<file path="src/rtl/obstacle_manager.sv">
// Multi-slot obstacle engine: per-frame scroll/spawn/retire of NUM_SLOTS obstacles,
// a registered per-pixel box query, and a sticky dino collision flag.
module obstacle_manager #(
    parameter int unsigned NUM_SLOTS  = 3,
    parameter int unsigned XW         = 11,
    parameter int unsigned TYPE_W     = 2,
    parameter int unsigned SCREEN_W   = 640,
    parameter int unsigned SPRITE_W   = 27,
    parameter int unsigned SPRITE_H   = 47,
    parameter int unsigned Y_TOP      = 203,
    parameter int unsigned MIN_GAP    = 200,
    parameter int unsigned GAP_RAND_W = 7
) (
    input  logic                         clk,
    input  logic                         reset,
    input  logic                         frame_tick,
    input  logic                         halt,
    input  logic [3:0]                   speed,
    input  logic [TYPE_W+GAP_RAND_W-1:0] random,
    input  logic [9:0]                   haddress,
    input  logic [9:0]                   vaddress,
    input  logic                         dino_pix,
    input  logic                         obst_pix,
    output logic                         hit,
    output logic [TYPE_W-1:0]            hit_type,
    output logic [4:0]                   local_x,
    output logic [5:0]                   local_y,
    output logic                         collide,
    output logic [NUM_SLOTS-1:0]         active,
    output logic [15:0]                  spawn_count
);

    localparam int unsigned GW = 16;

    logic [NUM_SLOTS-1:0] valid_q, valid_d;
    logic [XW-1:0]        xe_q   [NUM_SLOTS];
    logic [XW-1:0]        xe_d   [NUM_SLOTS];
    logic [TYPE_W-1:0]    type_q [NUM_SLOTS];
    logic [TYPE_W-1:0]    type_d [NUM_SLOTS];
    logic [GW-1:0]        gap_q, gap_d;
    logic [15:0]          cnt_q, cnt_d;
    logic                 collide_q, collide_d;
    logic                 hit_q, hit_d;
    logic [TYPE_W-1:0]    hit_type_q, hit_type_d;
    logic [4:0]           local_x_q, local_x_d;
    logic [5:0]           local_y_q, local_y_d;

    logic [NUM_SLOTS-1:0] free, spawn_oh;
    logic                 step;

    // Free set and its lowest-index member come from pre-edge state, so a slot
    // retiring on this tick cannot be reused until the next one.
    assign free     = ~valid_q;
    assign spawn_oh = free & (~free + NUM_SLOTS'(1));
    assign step     = frame_tick && !halt && !collide_q && (speed != 4'd0);

    always_comb begin
        valid_d = valid_q;
        xe_d    = xe_q;
        type_d  = type_q;
        gap_d   = gap_q;
        cnt_d   = cnt_q;
        if (step) begin
            for (int i = 0; i < NUM_SLOTS; i++) begin
                if (valid_q[i]) begin
                    if (xe_q[i] <= XW'(speed)) begin
                        valid_d[i] = 1'b0;
                    end else begin
                        xe_d[i] = xe_q[i] - XW'(speed);
                    end
                end
            end
            if (gap_q <= GW'(speed)) begin
                if (|free) begin
                    for (int i = 0; i < NUM_SLOTS; i++) begin
                        if (spawn_oh[i]) begin
                            valid_d[i] = 1'b1;
                            xe_d[i]    = XW'(SCREEN_W + SPRITE_W);
                            type_d[i]  = random[TYPE_W-1:0];
                        end
                    end
                    gap_d = GW'(MIN_GAP) + GW'(random[TYPE_W+GAP_RAND_W-1:TYPE_W]);
                    if (cnt_q != 16'hFFFF) begin
                        cnt_d = cnt_q + 16'd1;
                    end
                end else begin
                    // Deferred spawn: fires on the first tick that finds a free slot.
                    gap_d = '0;
                end
            end else begin
                gap_d = gap_q - GW'(speed);
            end
        end
    end

    logic [XW-1:0]     h_ext, sel_xe;
    logic [TYPE_W-1:0] sel_type;
    logic              found, v_in, on_screen;

    assign h_ext     = XW'(haddress);
    assign v_in      = (vaddress >= 10'(Y_TOP)) && (vaddress < 10'(Y_TOP + SPRITE_H));
    assign on_screen = (haddress < 10'(SCREEN_W)) && (vaddress < 10'd480);

    always_comb begin
        found    = 1'b0;
        sel_type = '0;
        sel_xe   = '0;
        for (int i = 0; i < NUM_SLOTS; i++) begin
            if (!found && valid_q[i] && (h_ext < xe_q[i]) &&
                (h_ext + XW'(SPRITE_W) >= xe_q[i])) begin
                found    = 1'b1;
                sel_type = type_q[i];
                sel_xe   = xe_q[i];
            end
        end
        hit_d      = found && v_in && on_screen;
        hit_type_d = hit_type_q;
        local_x_d  = local_x_q;
        local_y_d  = local_y_q;
        if (hit_d) begin
            hit_type_d = sel_type;
            local_x_d  = 5'(h_ext + XW'(SPRITE_W) - sel_xe);
            local_y_d  = 6'(vaddress - 10'(Y_TOP));
        end
    end

    assign collide_d = collide_q | (hit_q & dino_pix & obst_pix);

    always_ff @(posedge clk) begin
        if (reset) begin
            valid_q    <= '0;
            xe_q       <= '{default: '0};
            type_q     <= '{default: '0};
            gap_q      <= GW'(MIN_GAP);
            cnt_q      <= '0;
            collide_q  <= 1'b0;
            hit_q      <= 1'b0;
            hit_type_q <= '0;
            local_x_q  <= '0;
            local_y_q  <= '0;
        end else begin
            valid_q    <= valid_d;
            xe_q       <= xe_d;
            type_q     <= type_d;
            gap_q      <= gap_d;
            cnt_q      <= cnt_d;
            collide_q  <= collide_d;
            hit_q      <= hit_d;
            hit_type_q <= hit_type_d;
            local_x_q  <= local_x_d;
            local_y_q  <= local_y_d;
        end
    end

    assign hit         = hit_q;
    assign hit_type    = hit_type_q;
    assign local_x     = local_x_q;
    assign local_y     = local_y_q;
    assign collide     = collide_q;
    assign active      = valid_q;
    assign spawn_count = cnt_q;

endmodule

</file>
<file path="config.mk">
export PLATFORM = sky130hd
export DESIGN_NAME = obstacle_manager
export DESIGN_NICKNAME = d
export VERILOG_FILES = /design/src/rtl/obstacle_manager.sv
export SDC_FILE = /design/constraint.sdc
export NUM_CORES = 1
export LEC_CHECK = 0
export BUFFER_PORTS_ARGS = -buffer_cell sky130_fd_sc_hd__buf_2
export CORE_ASPECT_RATIO = 1.5
export CORE_MARGIN = 1.5
export CORE_UTILIZATION = 40
export CTS_CLUSTER_DIAMETER = 100
export CTS_CLUSTER_SIZE = 28
export DETAILED_ROUTE_END_ITERATION = 12
export GPL_TIMING_DRIVEN = 0
export PLACE_DENSITY_LB_ADDON = 0.12
export RECOVER_POWER = 50
export SYNTH_ARGS = -nofsm -noshare
export SYNTH_HDL_FRONTEND = slang
export SYNTH_SLANG_ARGS = --single-unit
</file>
<file path="constraint.sdc">
create_clock -name clk -period 5 [get_ports clk]
set_input_delay 0.5 -clock clk [delete_from_list [all_inputs] [get_ports clk]]
set_output_delay 0.5 -clock clk [all_outputs]
set_load 0.02 [all_outputs]
</file>
After elaboration in Yosys (flattened, before gate mapping)
Index checks and enable logic that the tools add are counted.
{"block": "classes", "add_sub_neg": 10, "muxes": 33, "eq_ne": 1, "reduce_logical": 25, "bitwise_logic": 6, "magnitude_cmp": 14}
{"op": "$mux W11", "count": 9}
{"op": "$mux W33", "count": 2}
{"op": "$ge A11 B11 Y1", "count": 3}
{"op": "$le A11 B4 Y1", "count": 3}
{"op": "$lt A10 B11 Y1", "count": 3}
{"op": "$sub A11 B4 Y11", "count": 3}
{"op": "$add A16 B1 Y16 const B", "count": 1}
{"op": "$le A16 B4 Y1", "count": 1}
{"op": "$mux W16", "count": 1}
{"op": "$ne A16 B16 Y1 const B", "count": 1}
{"op": "$reduce_and A4 Y1", "count": 4}
{"op": "$sub A16 B4 Y16", "count": 1}
{"op": "$logic_and A1 B1 Y1", "count": 15}
{"op": "$mux W5", "count": 3}
{"op": "$mux W1", "count": 12}
{"op": "$add A10 B5 Y11 const B", "count": 1}
{"op": "$ge A10 B8 Y1 const B", "count": 1}
{"op": "$lt A10 B10 Y1 const B", "count": 1}
{"op": "$lt A10 B8 Y1 const B", "count": 1}
{"op": "$lt A10 B9 Y1 const B", "count": 1}
{"op": "$add A8 B7 Y9 const A", "count": 1}
{"op": "$mux W9", "count": 1}
{"op": "$mux W2", "count": 3}
{"op": "$mux W3", "count": 2}
{"op": "other kinds (10)", "count": 15}
{"block": "totals", "out_inout_bits": 34, "input_bits": 39, "reg_bits": 89, "elab_cells": 103}

Logic depth before layout (Yosys ltp)
{"block": "depth", "word_depth": 16, "depth_mapped": 23, "ltp_nobuf": 22}

Worst setup path after synthesis
OpenSTA, ideal clock, no wires.
{"block": "synth_path", "path_type": "input to register", "startpoint": "input haddress[0]", "endpoint": "register local_x_q[4] (netlist: local_x[4])", "required_time_ns": 4.882, "setup_ns": 0.118, "t_arrival_ns": 4.095, "n_path_buf": 2, "path_stages": 23, "setup_slack_ns": 0.786, "cell_sequence": "inv_1 > ha_1 > nor2b_1 > nor3_1 > nand2b_1 > xnor2_1 > ha_1 > nand4_1 > a211oi_1 > nor3_1 > or4_1 > clkbuf_1 > clkbuf_1 > nor2_1 > a21oi_1 > ha_1 > fa_1 > inv_1 > a21o_1 > a21oi_1 > xnor2_1 > xor2_1 > a21oi_1"}
{"block": "synth_between", "elab_chain_cells": 16, "elab_cells_between_ends": 28, "cone_classes": "2 x add/sub; 7 x order compare; 6 x mux; 13 x reduce/logical"}
{"element": "start: declaration", "line": "20", "text": "input logic [9:0] haddress,"}
{"element": "parallel branches: the longest is 16 deep, another holds $add A10 B5 Y11"}
{"element": "end signal: assignment", "line": "150", "text": "local_x_q <= local_x_d;"}
{"element": "end: declaration", "line": "45", "text": "logic [4:0] local_x_q, local_x_d;"}
Parallel ways; which one is timed is not known.
A chain may end at the register's enable or synchronous reset.

Worst setup path in the final report
Ends and elaborated chain as after synthesis.

==> impl_metrics.sql <==
INSERT INTO impl_metrics (metric_group, metric, value, unit) VALUES
('pwr', 'power_switching_share', '29.3', '%'),
('sta', 'final.min_clock_period', '4.62', 'ns'),
('pwr', 'combPwrFrac', '16.7', '%'),
('sta', 'timing_worst_slew_pin_value', '1.77', 'ns'),
('status', 'outcome', 'complete, but fails checks', ''),
('place', 'gp_congestion', '0.855', ''),
('finish', 'final_net_count', '1011', ''),
('job', 'drv.max_cap_violation_count', '1', ''),
('finish', 'post-route-util', '46.0', '%'),
('sta', 'drv_slew', '7', ''),
('yosys', 'synth_warnings', '0', ''),
('critical_path', 'setup.worst_path.start_class', 'primary input', ''),
('yosys', 'share_of_synthesized_area_occupied_by_flip_flops_and_latches', '27.3', '%'),
('floorplanning', 'die-width', '107', 'um'),
('finish', 'most_common_library_cell_in_the_layout_ignoring_fill_and_taps', 'sky130_fd_sc_hd__nor2_1', ''),
('yosys', 'synth_seq_cells', '89', ''),
('cts', 'cts_root_buf', 'sky130_fd_sc_hd__clkbuf_16', ''),
('critical_path', 'crit_type', 'primary input to flop', ''),
('yosys', 'yosys.area.top_type_share', '27.3', '%'),
('yosys', 'postSynthCellCount', '797', ''),
('global_routing', 'globalRouteMet2Util', '41.5', '%'),
('place', 'preCtsSetupSlack', '-0.799', 'ns'),
('cts', 'ctsHoldBuffers', '0', ''),
('floorplanning', 'top_level_ports', '73', ''),
('pwr', 'power.total', '1.73', 'mW'),
('pwr', 'netSwitchingPower', '0.507', 'mW'),
('routing', 'vias_per_cell', '5.47', ''),
('place', 'placedInstanceArea', '7150', 'um2'),
('sta', 'fmax', '216', 'MHz'),
('hold_path', 'holdPathEnd', 'local_y[0]$_SDFFE_PP0P_', ''),
('floorplanning', 'placeableCoreArea', '16100', 'um2'),
('critical_path', 'crit-reg2reg-capture', 'local_x[4]$_SDFFE_PP0P_', ''),
('floorplanning', 'die_outline_area', '17100', 'um2'),
('routing', 'detailedRoute.firstPassIterationCount', '5', ''),
('status', 'failed_checks', 'capacitance limit, slew limit', ''),
('place', 'place_inst', '1075', ''),
('pwr', 'vdd_drop_max', '0.151', 'mV'),
('finish', 'sequential_cell_area', '1780', 'um2'),
('routing', 'initialDrtViolationCount', '222', ''),
('yosys', 'syn-cell-area', '6540', 'um2'),
('critical_path', 'ff2ff_setup_slack', '1.12', 'ns'),
('global_routing', 'groute.layer.met3.usage', '2.70', '%'),
('global_routing', 'top_usage_layer', 'met2', ''),
('sta', 'relative_max_transition_margin', '-21.0', '%'),
('cts', 'cts_buffers', '9', ''),
('floorplanning', 'floorplan.initialDensity', '40.5', '%'),
('hold_path', 'hold_critical_path_depth', '2', ''),
('yosys', 'ys_async_rst_share', '0', '%'),
('critical_path', 'timing.critical_path.to_type', 'flop', ''),
('pwr', 'internal_power', '1.23', 'mW'),
('critical_path', 'source_of_the_worst_register_to_register_timing_path', 'xe_q[15]$_SDFFE_PP0P_', ''),
('pwr', 'sequentialPowerShare', '41.9', '%'),
('finish', 'area_growth_syn_to_layout', '13.5', '%'),
('routing', 'wl_per_cell', '17.5', 'um'),
('yosys', 'synth-edff-count', '0', ''),
('global_routing', 'number_of_global_route_vias_before_repair', '5802', ''),
('hold_path', 'hold_crit_path_type', 'primary input to flop', ''),
('critical_path', 'worstPathRequired', '5.24', 'ns'),
('yosys', 'synth.lib_cells_used.distinct', '67', ''),
('floorplanning', 'die_h', '160', 'um'),
('sta', 'rsz0062_at_grt', 'false', ''),
('yosys', 'ys_top_cells_by_area', 'sky130_fd_sc_hd__dfxtp_1 27%, sky130_fd_sc_hd__ha_1 17%, sky130_fd_sc_hd__nor2_1 5.3%', ''),
('sta', 'timing.clock.skew', '0.0172', 'ns'),
('finish', 'most-common-layout-cells', '92 x sky130_fd_sc_hd__nor2_1, 89 x sky130_fd_sc_hd__dfxtp_1, 87 x sky130_fd_sc_hd__ha_1', ''),
('pwr', 'p_leak', '2.85', 'nW'),
('hold_path', 'hp-start', 'vaddress[0]', ''),
('cts', 'cts_tree', 'built', ''),
('floorplanning', 'fp-row-count', '57', ''),
('finish', 'final_cell_area', '7420', 'um2'),
('global_routing', 'grt_use_total', '22.7', '%'),
('finish', 'n_antenna_cell', '0', '');
registers in the layout (all words and copies together), names as in the netlist:
register / flops
hit: 1
local_x: 5
spawn_count: 16
hit_type: 2
local_y: 6
collide: 1
xe_q: 33
type_q: 6
gap_q: 16
active: 3
power groups by stage:
stage,combinational [mW],clock (mW),sequential [mW]
after floorplan,0.195,0,0.740
after global placement,0.288,0,0.742
after detailed placement,0.289,0,0.742
after CTS,0.292,0.729,0.726
after global routing,0.328,0.759,0.727
final,0.290,0.718,0.726
worst max path at each step:
| stage | to | cells past startpoint |
|---|---|---|
| 2_1_floorplan | local_x[4]$_SDFFE_PP0P_ | 23 |
| 3_3_place_gp | local_x[4]$_SDFFE_PP0P_ | 23 |
| 6_report | local_x[4]$_SDFFE_PP0P_ | 23 |
| 4_1_cts | local_x[4]$_SDFFE_PP0P_ | 24 |
| 5_1_grt | local_x[4]$_SDFFE_PP0P_ | 23 |
| 3_5_place_dp | local_x[4]$_SDFFE_PP0P_ | 23 |
per-stage QoR:
stage                     TNS (ns)  hold slack, ns
after floorplan                  0           0.430
after global routing             0           0.372
final                            0           0.371
after detailed placement     -1.91           0.452
after CTS                        0           0.365
after global placement       -1.84           0.451
Yosys cell counts (9+ instances only):
cell                       count
sky130_fd_sc_hd__a21oi_1      59
sky130_fd_sc_hd__xnor2_1      37
sky130_fd_sc_hd__nor2b_1      14
sky130_fd_sc_hd__nand3_1      19
sky130_fd_sc_hd__nor3_1       28
sky130_fd_sc_hd__nand2b_1     11
sky130_fd_sc_hd__nand2_1      53
sky130_fd_sc_hd__or3_1         9
sky130_fd_sc_hd__nand4_1      14
sky130_fd_sc_hd__xor2_1       16
sky130_fd_sc_hd__mux2i_1      11
sky130_fd_sc_hd__nor2_1       92
sky130_fd_sc_hd__ha_1         87
sky130_fd_sc_hd__a21o_1       12
sky130_fd_sc_hd__clkbuf_1     16
sky130_fd_sc_hd__dfxtp_1      89
sky130_fd_sc_hd__o21ai_0      37
sky130_fd_sc_hd__a211oi_1     27
sky130_fd_sc_hd__inv_1        57
layer usage:
metal | vias up | share of wire (%)
met5 | - | 0
li1 | 3034 | -
met4 | 0 | 2.9
met3 | 32 | 2.3
met2 | 87 | 52
met1 | 2810 | 43
layout make-up:
class	count	share of cell area (%)
sequential	89	24.0
multi-input combinational	629	59.9
tap	206	3.47
clock buffer	10	3.09
timing repair buffer	74	4.45
buffer	20	1.20
inverter	57	2.88
clock inverter	6	0.978
worst max-delay path: stages:
cell and delay [ns]:
sky130_fd_sc_hd__buf_2 0.16, sky130_fd_sc_hd__inv_1 0.12, sky130_fd_sc_hd__ha_1 0.24, sky130_fd_sc_hd__nor2b_1 0.22, sky130_fd_sc_hd__nor3_1 0.11, sky130_fd_sc_hd__nor2_1 0.16
sky130_fd_sc_hd__xor2_1 0.39, sky130_fd_sc_hd__ha_1 0.33, sky130_fd_sc_hd__a21o_1 0.16, sky130_fd_sc_hd__a21o_1 0.16, sky130_fd_sc_hd__a21oi_1 0.24, sky130_fd_sc_hd__a211oi_2 0.17
sky130_fd_sc_hd__nor2b_4 0.20, sky130_fd_sc_hd__a22oi_1 0.21, sky130_fd_sc_hd__a21oi_1 0.11, sky130_fd_sc_hd__ha_1 0.21, sky130_fd_sc_hd__fa_1 0.40, sky130_fd_sc_hd__inv_1 0.07
sky130_fd_sc_hd__a21o_1 0.11, sky130_fd_sc_hd__a21oi_1 0.08, sky130_fd_sc_hd__xnor2_1 0.18, sky130_fd_sc_hd__xor2_1 0.22, sky130_fd_sc_hd__a21oi_1 0.09
repair_timing:
action / 4_1_cts / 5_1_grt
buffers inserted: 2 / 0
setup endpoints to repair: 3 / 1
resized for setup: 2 / 3
pin swaps: 1 / 0
kinds of logic (layout without fill, tap and decap cells):
kind of cell    after synthesis  in the layout  synth area share, %
simple gates                280            280                 21.3
compound gates              193            193                 19.6
fa+ha+maj                    92             92                 18.2
flops                        89             89                 27.3
buf+inv                      79            167                 4.81
xor+xnor                     53             53                 7.10
mux                          11             11                 1.68
No activity file was read; power rests on OpenSTA's default activity.
